$ cat src/rtl/fcpu_pkg.sv
// Shared CPU definitions used by the branch predictor: counter type, encodings, sizes.
package fcpu_pkg;

  localparam int unsigned CRAM_ADDR_W = 16;
  localparam int unsigned BP_IDX_W    = 6;

  typedef logic [1:0] bp_cnt_t;

  localparam bp_cnt_t BP_SNT = 2'd0;
  localparam bp_cnt_t BP_WNT = 2'd1;
  localparam bp_cnt_t BP_WT  = 2'd2;
  localparam bp_cnt_t BP_ST  = 2'd3;

  // Saturating 2-bit step toward the resolved outcome.
  function automatic bp_cnt_t bp_sat_next(input bp_cnt_t cnt, input logic taken);
    bp_cnt_t nxt;
    nxt = cnt;
    if (taken && (cnt != BP_ST)) begin
      nxt = cnt + 2'd1;
    end else if (!taken && (cnt != BP_SNT)) begin
      nxt = cnt - 2'd1;
    end
    return nxt;
  endfunction

endpackage

$ cat src/rtl/branch_predictor_table.sv
// Flop array of 2-bit saturating counters: one write port, one read port with write-first bypass.
module bp_counter_table
  import fcpu_pkg::*;
#(
  parameter int unsigned IDX_W = BP_IDX_W
) (
  input  logic             clk,
  input  logic             nrst,
  input  logic [IDX_W-1:0] rd_idx_i,
  output bp_cnt_t          rd_cnt_c,
  input  logic             wr_en_i,
  input  logic [IDX_W-1:0] wr_idx_i,
  input  logic             wr_taken_i
);

  localparam int unsigned DEPTH = 1 << IDX_W;

  bp_cnt_t cnt_q [DEPTH];
  bp_cnt_t wr_next_c;

  assign wr_next_c = bp_sat_next(cnt_q[wr_idx_i], wr_taken_i);

  always_ff @(posedge clk or negedge nrst) begin
    if (!nrst) begin
      for (int i = 0; i < DEPTH; i++) begin
        cnt_q[i] <= BP_WNT;
      end
    end else if (wr_en_i) begin
      cnt_q[wr_idx_i] <= wr_next_c;
    end
  end

  // A same-cycle write to the looked-up entry is visible to the read.
  assign rd_cnt_c = (wr_en_i && (wr_idx_i == rd_idx_i)) ? wr_next_c : cnt_q[rd_idx_i];

endmodule

$ cat src/rtl/branch_predictor.sv
// Bimodal branch predictor feeding the scheduler take_flag, one cycle after the fetch handshake.
// Optional gshare indexing with a global history register when BP_GSHARE_EN is defined.
module branch_predictor
  import fcpu_pkg::*;
#(
  parameter int unsigned IDX_W  = BP_IDX_W,
  parameter int unsigned ADDR_W = CRAM_ADDR_W
) (
  input  logic              clk,
  input  logic              nrst,
  input  logic              ce,
  input  logic              clear,
  input  logic              lookup_valid,
  input  logic [ADDR_W-1:0] lookup_pc,
  output logic              take_flag,
  input  logic              upd_valid,
  input  logic [ADDR_W-1:0] upd_pc,
  input  logic              upd_taken,
  input  logic              upd_predicted
);

  logic [IDX_W-1:0] lk_idx_c;
  logic [IDX_W-1:0] up_idx_c;
  bp_cnt_t          rd_cnt_c;
  logic             take_flag_q;
  logic             take_flag_d;

`ifdef BP_GSHARE_EN
  logic [IDX_W-1:0] ghr_q;
  logic [IDX_W-1:0] ghr_d;

  // History shifts on every resolution, independent of ce and clear.
  always_comb begin
    ghr_d = ghr_q;
    if (upd_valid) begin
      ghr_d = {ghr_q[IDX_W-2:0], upd_taken};
    end
  end

  always_ff @(posedge clk or negedge nrst) begin
    if (!nrst) begin
      ghr_q <= '0;
    end else begin
      ghr_q <= ghr_d;
    end
  end

  assign lk_idx_c = lookup_pc[IDX_W+1:2] ^ ghr_q;
  assign up_idx_c = upd_pc[IDX_W+1:2] ^ ghr_q;
`else
  assign lk_idx_c = lookup_pc[IDX_W+1:2];
  assign up_idx_c = upd_pc[IDX_W+1:2];
`endif

  bp_counter_table #(
    .IDX_W (IDX_W)
  ) u_table (
    .clk        (clk),
    .nrst       (nrst),
    .rd_idx_i   (lk_idx_c),
    .rd_cnt_c   (rd_cnt_c),
    .wr_en_i    (upd_valid),
    .wr_idx_i   (up_idx_c),
    .wr_taken_i (upd_taken)
  );

  // Flush wins over halt; halt holds the last prediction.
  always_comb begin
    take_flag_d = take_flag_q;
    if (clear) begin
      take_flag_d = 1'b0;
    end else if (ce) begin
      take_flag_d = lookup_valid & rd_cnt_c[1];
    end
  end

  always_ff @(posedge clk or negedge nrst) begin
    if (!nrst) begin
      take_flag_q <= 1'b0;
    end else begin
      take_flag_q <= take_flag_d;
    end
  end

  assign take_flag = take_flag_q;

  // Aliased upper PC bits, byte offset and the stats-only input carry no function here.
  logic unused_c;
  assign unused_c = ^{upd_predicted, rd_cnt_c[0],
                      lookup_pc[ADDR_W-1:IDX_W+2], lookup_pc[1:0],
                      upd_pc[ADDR_W-1:IDX_W+2], upd_pc[1:0]};

endmodule

$ cat config.mk
export PLATFORM = sky130hd
export DESIGN_NAME = branch_predictor
export DESIGN_NICKNAME = d
export VERILOG_FILES = /design/src/rtl/fcpu_pkg.sv /design/src/rtl/branch_predictor_table.sv /design/src/rtl/branch_predictor.sv
export SDC_FILE = /design/constraint.sdc
export NUM_CORES = 1
export LEC_CHECK = 0
export BUFFER_PORTS_ARGS = -buffer_cell sky130_fd_sc_hd__buf_2
export CORE_UTILIZATION = 30
export CTS_BUF_LIST = sky130_fd_sc_hd__clkbuf_16
export DETAILED_ROUTE_END_ITERATION = 7
export MAX_ROUTING_LAYER = met4
export SLEW_MARGIN = 30
export SYNTH_ARGS = -nofsm -noshare
export SYNTH_HDL_FRONTEND = slang
export SYNTH_SLANG_ARGS = --single-unit
$ cat constraint.sdc
create_clock -name clk -period 6 [get_ports clk]
set_clock_uncertainty 0.15 [all_clocks]
set_input_delay 0.6 -clock clk [delete_from_list [all_inputs] [get_ports clk]]
set_output_delay 0.6 -clock clk [all_outputs]
set_load 0.01 [all_outputs]
* Word level (Yosys, flattened, before mapping)
Cells that the tools add are included.
Storage, ports and cells: word-level logic and storage cells 96, output and inout port bits 1, input bits 40, bits in registers 129
Cells by class: bitwise gates (word level) 3, equality and inequality tests 2, add/subtract/negate cells 2, multiplexer cells 14, reductions and logical operators 7, order comparisons 3
Operators with widths (count):
- 128-bit bitwise mux | 1
- 2-bit binary-select mux with 6-bit select | 2
- 2-bit 2-to-1 mux | 8
- 7-bit greater-or-equal comparator (second input constant) | 2
- 6-bit NOT with 7-bit output | 2
- 2-bit demux with 6-bit select | 1
- 7-bit by 1-bit < comparator with 1-bit output (second input constant) | 1
- 6-bit equality test | 1
- 1-bit logical AND | 4
- 2-bit nonzero test | 2
- 2-bit by 1-bit adder with 2-bit output (second input constant) | 1
- 1-bit 2-to-1 mux | 2
- 2-bit != test (second input constant) | 1
- 2-bit by 1-bit subtractor with 2-bit output (second input constant) | 1
- 1-bit bitwise AND | 1
- 1-bit logical NOT | 1

* Depth between registers and ports, before layout
word-level depth 12, gate-level depth with buffers 17, gate-level depth less buffers 11

* Modules after synthesis
From an unflattened synthesis, not the netlist that was laid out.
Unflattened totals: cells, all modules 586, area total of the unflattened synthesis 7703.6 um2
By module, submodules not included:
- bp_counter_table | area each 7658.6 um2, seq. area each 3283.1 um2, instances 1, cells each 582
- branch_predictor | area each 45.0 um2, seq. area each 25.0 um2, instances 1, cells each 4

* Least setup slack after synthesis
No wires, ideal clock.
path type input port to flip-flop, start point in upd_pc[4], end point reg u_table.cnt_q[103] (netlist name), stages 16, buffers on the path 6, data arrival time 3.418 ns, slack 2.367 ns, required time 5.786 ns, setup time 0.064 ns, path through buf_2 > buf_6 > buf_4 > buf_2 > a221oi_1 > o21ai_1 > a2111oi_1 > and3_1 > inv_1 > ha_1 > and2_1 > o2111a_1 > nor3_1 > buf_2 > buf_2 > mux2_2
On the way: cells in the longest elaborated chain, start to end 9, elaborated cells on any way between the ends 18, those cells by class 2 x add/sub; 2 x order compare; 1 x eq/ne; 8 x mux; 1 x bitwise; 4 x reduce/logical
Ends and longest elaborated chain:
- from (decl) | line branch_predictor.sv:17 | input logic [ADDR_W-1:0] upd_pc,
- 6-bit NOT with 7-bit output (not written as such) (*) | line branch_predictor_table.sv:21, branch_predictor_table.sv:29
- branches (longest 7 deep; another with 2-bit by 1-bit subtractor with 2-bit output)
- 128-bit bitwise mux (*) | line branch_predictor_table.sv:29 | cnt_q[wr_idx_i] <= wr_next_c;
- to (signal, indexed assignment) | line branch_predictor_table.sv:29
- to (decl) | line branch_predictor_table.sv:18 | bp_cnt_t cnt_q [DEPTH];
Every way passes the cells marked *. The select of a mux whose other input is x is not followed. A chain may end at the register's enable or synchronous reset.

* Final worst setup path
start point in upd_pc[2], end point reg u_table.cnt_q[79] (netlist name)
Same word-level chain as after synthesis.

==> run_results.csv <==
group,metric,value,unit
run_status,status,"complete, no violations",
detailed_routing,drt_iter0_markers,450,
clock_network,htreeDepth,4,
detailed_routing,dr_wl_met2,8900,um
clock_network,clockBufferDepth,2,
clock_network,clkLatencyLatePin,0.43,ns
timing,fin_setup_tns,0,ns
detailed_routing,wl_met3,1270,um
timing,grt_setup_unrepaired,"false",
critical_path,cp-end-kind,"flip-flop",
clock_network,cts_buffers,17,
yosys,synth_area,7140,sq um
timing,finalCritPeriodShare,0.744,
global_routing,grt_max_degree,78,
yosys,synth_async_sr_flop_share,1.00,
timing,final_max_slew_viol_count,0,
clock_network,cts_resized,0,
die,core,23400,sq um
die,die-area,24400,sq um
timing,final_hold_viol_count,0,
die,initial_core_util,0.305,
critical_path,start_kind,"input pin",
timing,finalCriticalPeriod,4.47,ns
power,ir_drop,0.000253,V
die,die_h,156,um
job,maxCapViolCount,0,
global_routing,grt_overflow,0,
place,hpwl,12700,um
die,die_w,156,um
power,power_density,366,nW/um^2
clock_network,clockRootBuffer,"clkbuf_16",
detailed_routing,drt-wirelength-per-cell,21.1,um
timing,holdWs,0.0578,ns
clock_network,tritoncts,"done",
clock_network,ctsHoldBuffers,0,
detailed_routing,top_layer,"met4",
critical_path,cp.arrival,4.68,ns
power,p_leak,0.00331,uW
timing,slew_headroom,0.317,
detailed_routing,ant_nets,0,
global_routing,grt_pass1_vias,5000,
layout,drive_gt1_frac,0.482,
yosys,synth_ff_type,"dfrtp_1",
yosys,synth_seq_cells,129,
yosys,ys_seq_area_frac,0.463,
clock_network,postCtsSetupRepairBufs,0,
yosys,synth_warnings,0,
yosys,syn-num-nets,624,
global_routing,grt_use_total,0.174,
detailed_routing,wl,19400,um
timing,finalSetupViolations,0,
yosys,avgSynthCellArea,12.3,sq um
detailed_routing,drc,0,
hold_path,hp-class,"input pin to asynchronous set/reset pin",
critical_path,cp_max_fo,47,
timing,tightestPinTransition,1.02,ns
critical_path,rr_worst_depth,12,
global_routing,grt_pass1_wl,30600,um
detailed_routing,viasPerCell,5.35,
yosys,synthCells,582,
detailed_routing,dr.pass1.iters,5,
yosys,ys_types,55,
detailed_routing,wl_met1,8730,um
place,place_congestion,0.891,
die,pin_count,41,
yosys,synth_edf_count,0,
place,portBuffers,19,
detailed_routing,vias,4917,
critical_path,path_class,"input pin to flip-flop",
clock_network,path_clk_slew,0.06,ns
layout,area_growth,14.5,%
die,num_rows,56,
critical_path,worstPathRequired,6.22,ns
timing,max_freq,224,MHz
clock_network,clock_sinks,129,
layout,final_nets,628,
global_routing,antenna_found_initial,1,
==> path summary, 6_finish.rpt <==
path                       slack (ns)           endpoint               start
setup / recovery                 1.53  u_table.cnt_q[79]           upd_pc[2]
hold / removal                   0.06  u_table.cnt_q[55]                nrst
setup reg to reg                 2.28  u_table.cnt_q[79]  u_table.cnt_q[116]
hold reg to reg                  0.39  u_table.cnt_q[47]   u_table.cnt_q[47]
max in group asynchronous        4.52   u_table.cnt_q[7]                nrst
min in group clk                 0.39  u_table.cnt_q[47]   u_table.cnt_q[47]
==> cells by family (layout without fill, tap and decap cells) <==
kind of cell | count (synthesis) | in the layout | synth area share
multiplexers | 183 | 183 | 0.316
flip-flops | 129 | 129 | 0.463
buffers and inverters | 48 | 65 | 0.0312
AND/OR/NAND/NOR | 144 | 144 | 0.101
AO/OA/AOI/OAI | 69 | 69 | 0.0769
other | 0 | 1 | 0
XOR/XNOR | 7 | 7 | 0.00859
adder cells (fa/ha/maj) | 2 | 2 | 0.00350
==> registers in the layout (all words and copies together) (netlist names) <==
register and flops:
take_flag 1, u_table.cnt_q 128
==> cell usage in the layout, fill, tap and decap left out, types with 5 or more instances in the layout <==
| cell type | count |
|---|---|
| mux2_2 | 133 |
| dfrtp_1 | 65 |
| dfstp_2 | 64 |
| nand2_1 | 45 |
| nor2_1 | 40 |
| mux2i_1 | 25 |
| mux4_2 | 20 |
| buf_2 | 18 |
| clkbuf_16 | 17 |
| a221oi_1 | 16 |
| nor2b_1 | 12 |
| nand3_1 | 8 |
| o22a_1 | 8 |
| buf_4 | 8 |
| o22ai_1 | 6 |
| nor3b_1 | 6 |
| a32oi_1 | 6 |
| mux2_1 | 5 |
| a21oi_1 | 5 |
==> worst max-delay path, cell delays in order <==
cell	delay, ns
buf_2	0.55
nor2b_1	0.36
a221oi_1	0.37
o21ai_1	0.14
a2111oi_1	0.82
and3_1	0.31
inv_1	0.05
ha_1	0.18
and2_1	0.17
o2111a_1	0.26
nor3_2	0.13
buf_4	0.43
mux2_2	0.25
==> through the flow <==
| step | total power (uW) | area, sq um | std cells | utilization | setup WS, ns |
|---|---|---|---|---|---|
| after floorplan | 1700 | 7140 | 582 | - | 2.37 |
| after global placement | 1900 | 7550 | 886 | 0.322 | 1.18 |
| after detailed placement | 1920 | 7560 | 886 | 0.323 | 1.13 |
| after CTS | 3010 | 8170 | 918 | 0.349 | 1.57 |
| after global routing | 3130 | 8180 | 919 | 0.349 | 1.33 |
| final | 2990 | 8180 | 919 | 0.349 | 1.53 |
==> synth_stat cells (5+ instances only) <==
master | n | share of area
mux2_2 | 133 | 0.21
dfrtp_1 | 65 | 0.23
dfstp_2 | 64 | 0.24
nand2_1 | 45 | 0.024
nor2_1 | 40 | 0.021
mux2i_1 | 25 | 0.035
mux4_2 | 20 | 0.063
buf_2 | 19 | 0.013
clkbuf_1 | 18 | 0.0095
a221oi_1 | 16 | 0.020
nor2b_1 | 12 | 0.011
nand3_1 | 8 | 0.0056
o22a_1 | 8 | 0.0098
nor3_1 | 7 | 0.0049
a32oi_1 | 6 | 0.0074
nor3b_1 | 6 | 0.0063
o22ai_1 | 6 | 0.0053
a21oi_1 | 5 | 0.0035
mux2_1 | 5 | 0.0079
==> power by group <==
group / leakage [uW] / total (uW) / internal (uW) / switching [uW]
registers: 0.00154 / 1280 / 1140 / 134
logic: 0.00148 / 626 / 312 / 314
clock network: 0.000296 / 1090 / 691 / 400
==> layout make-up <==
class,count,area [sq um]
Antenna cell,1,2.50
Clock buffer,17,425
Clock inverter,15,191
Fill cell,2317,15200
Inverter,5,18.8
Multi-Input combinational cell,405,3650
Sequential cell,129,3310
Tap cell,319,399
Timing Repair Buffer,28,181
==> routing by layer <==
metal / up-vias / track usage
met5: - / -
met4: 0 / 0.0668
met3: 33 / 0.0404
met2: 182 / 0.260
met1: 2507 / 0.229
li1: 2195 / -
No activity file was read; power rests on OpenSTA's default activity.
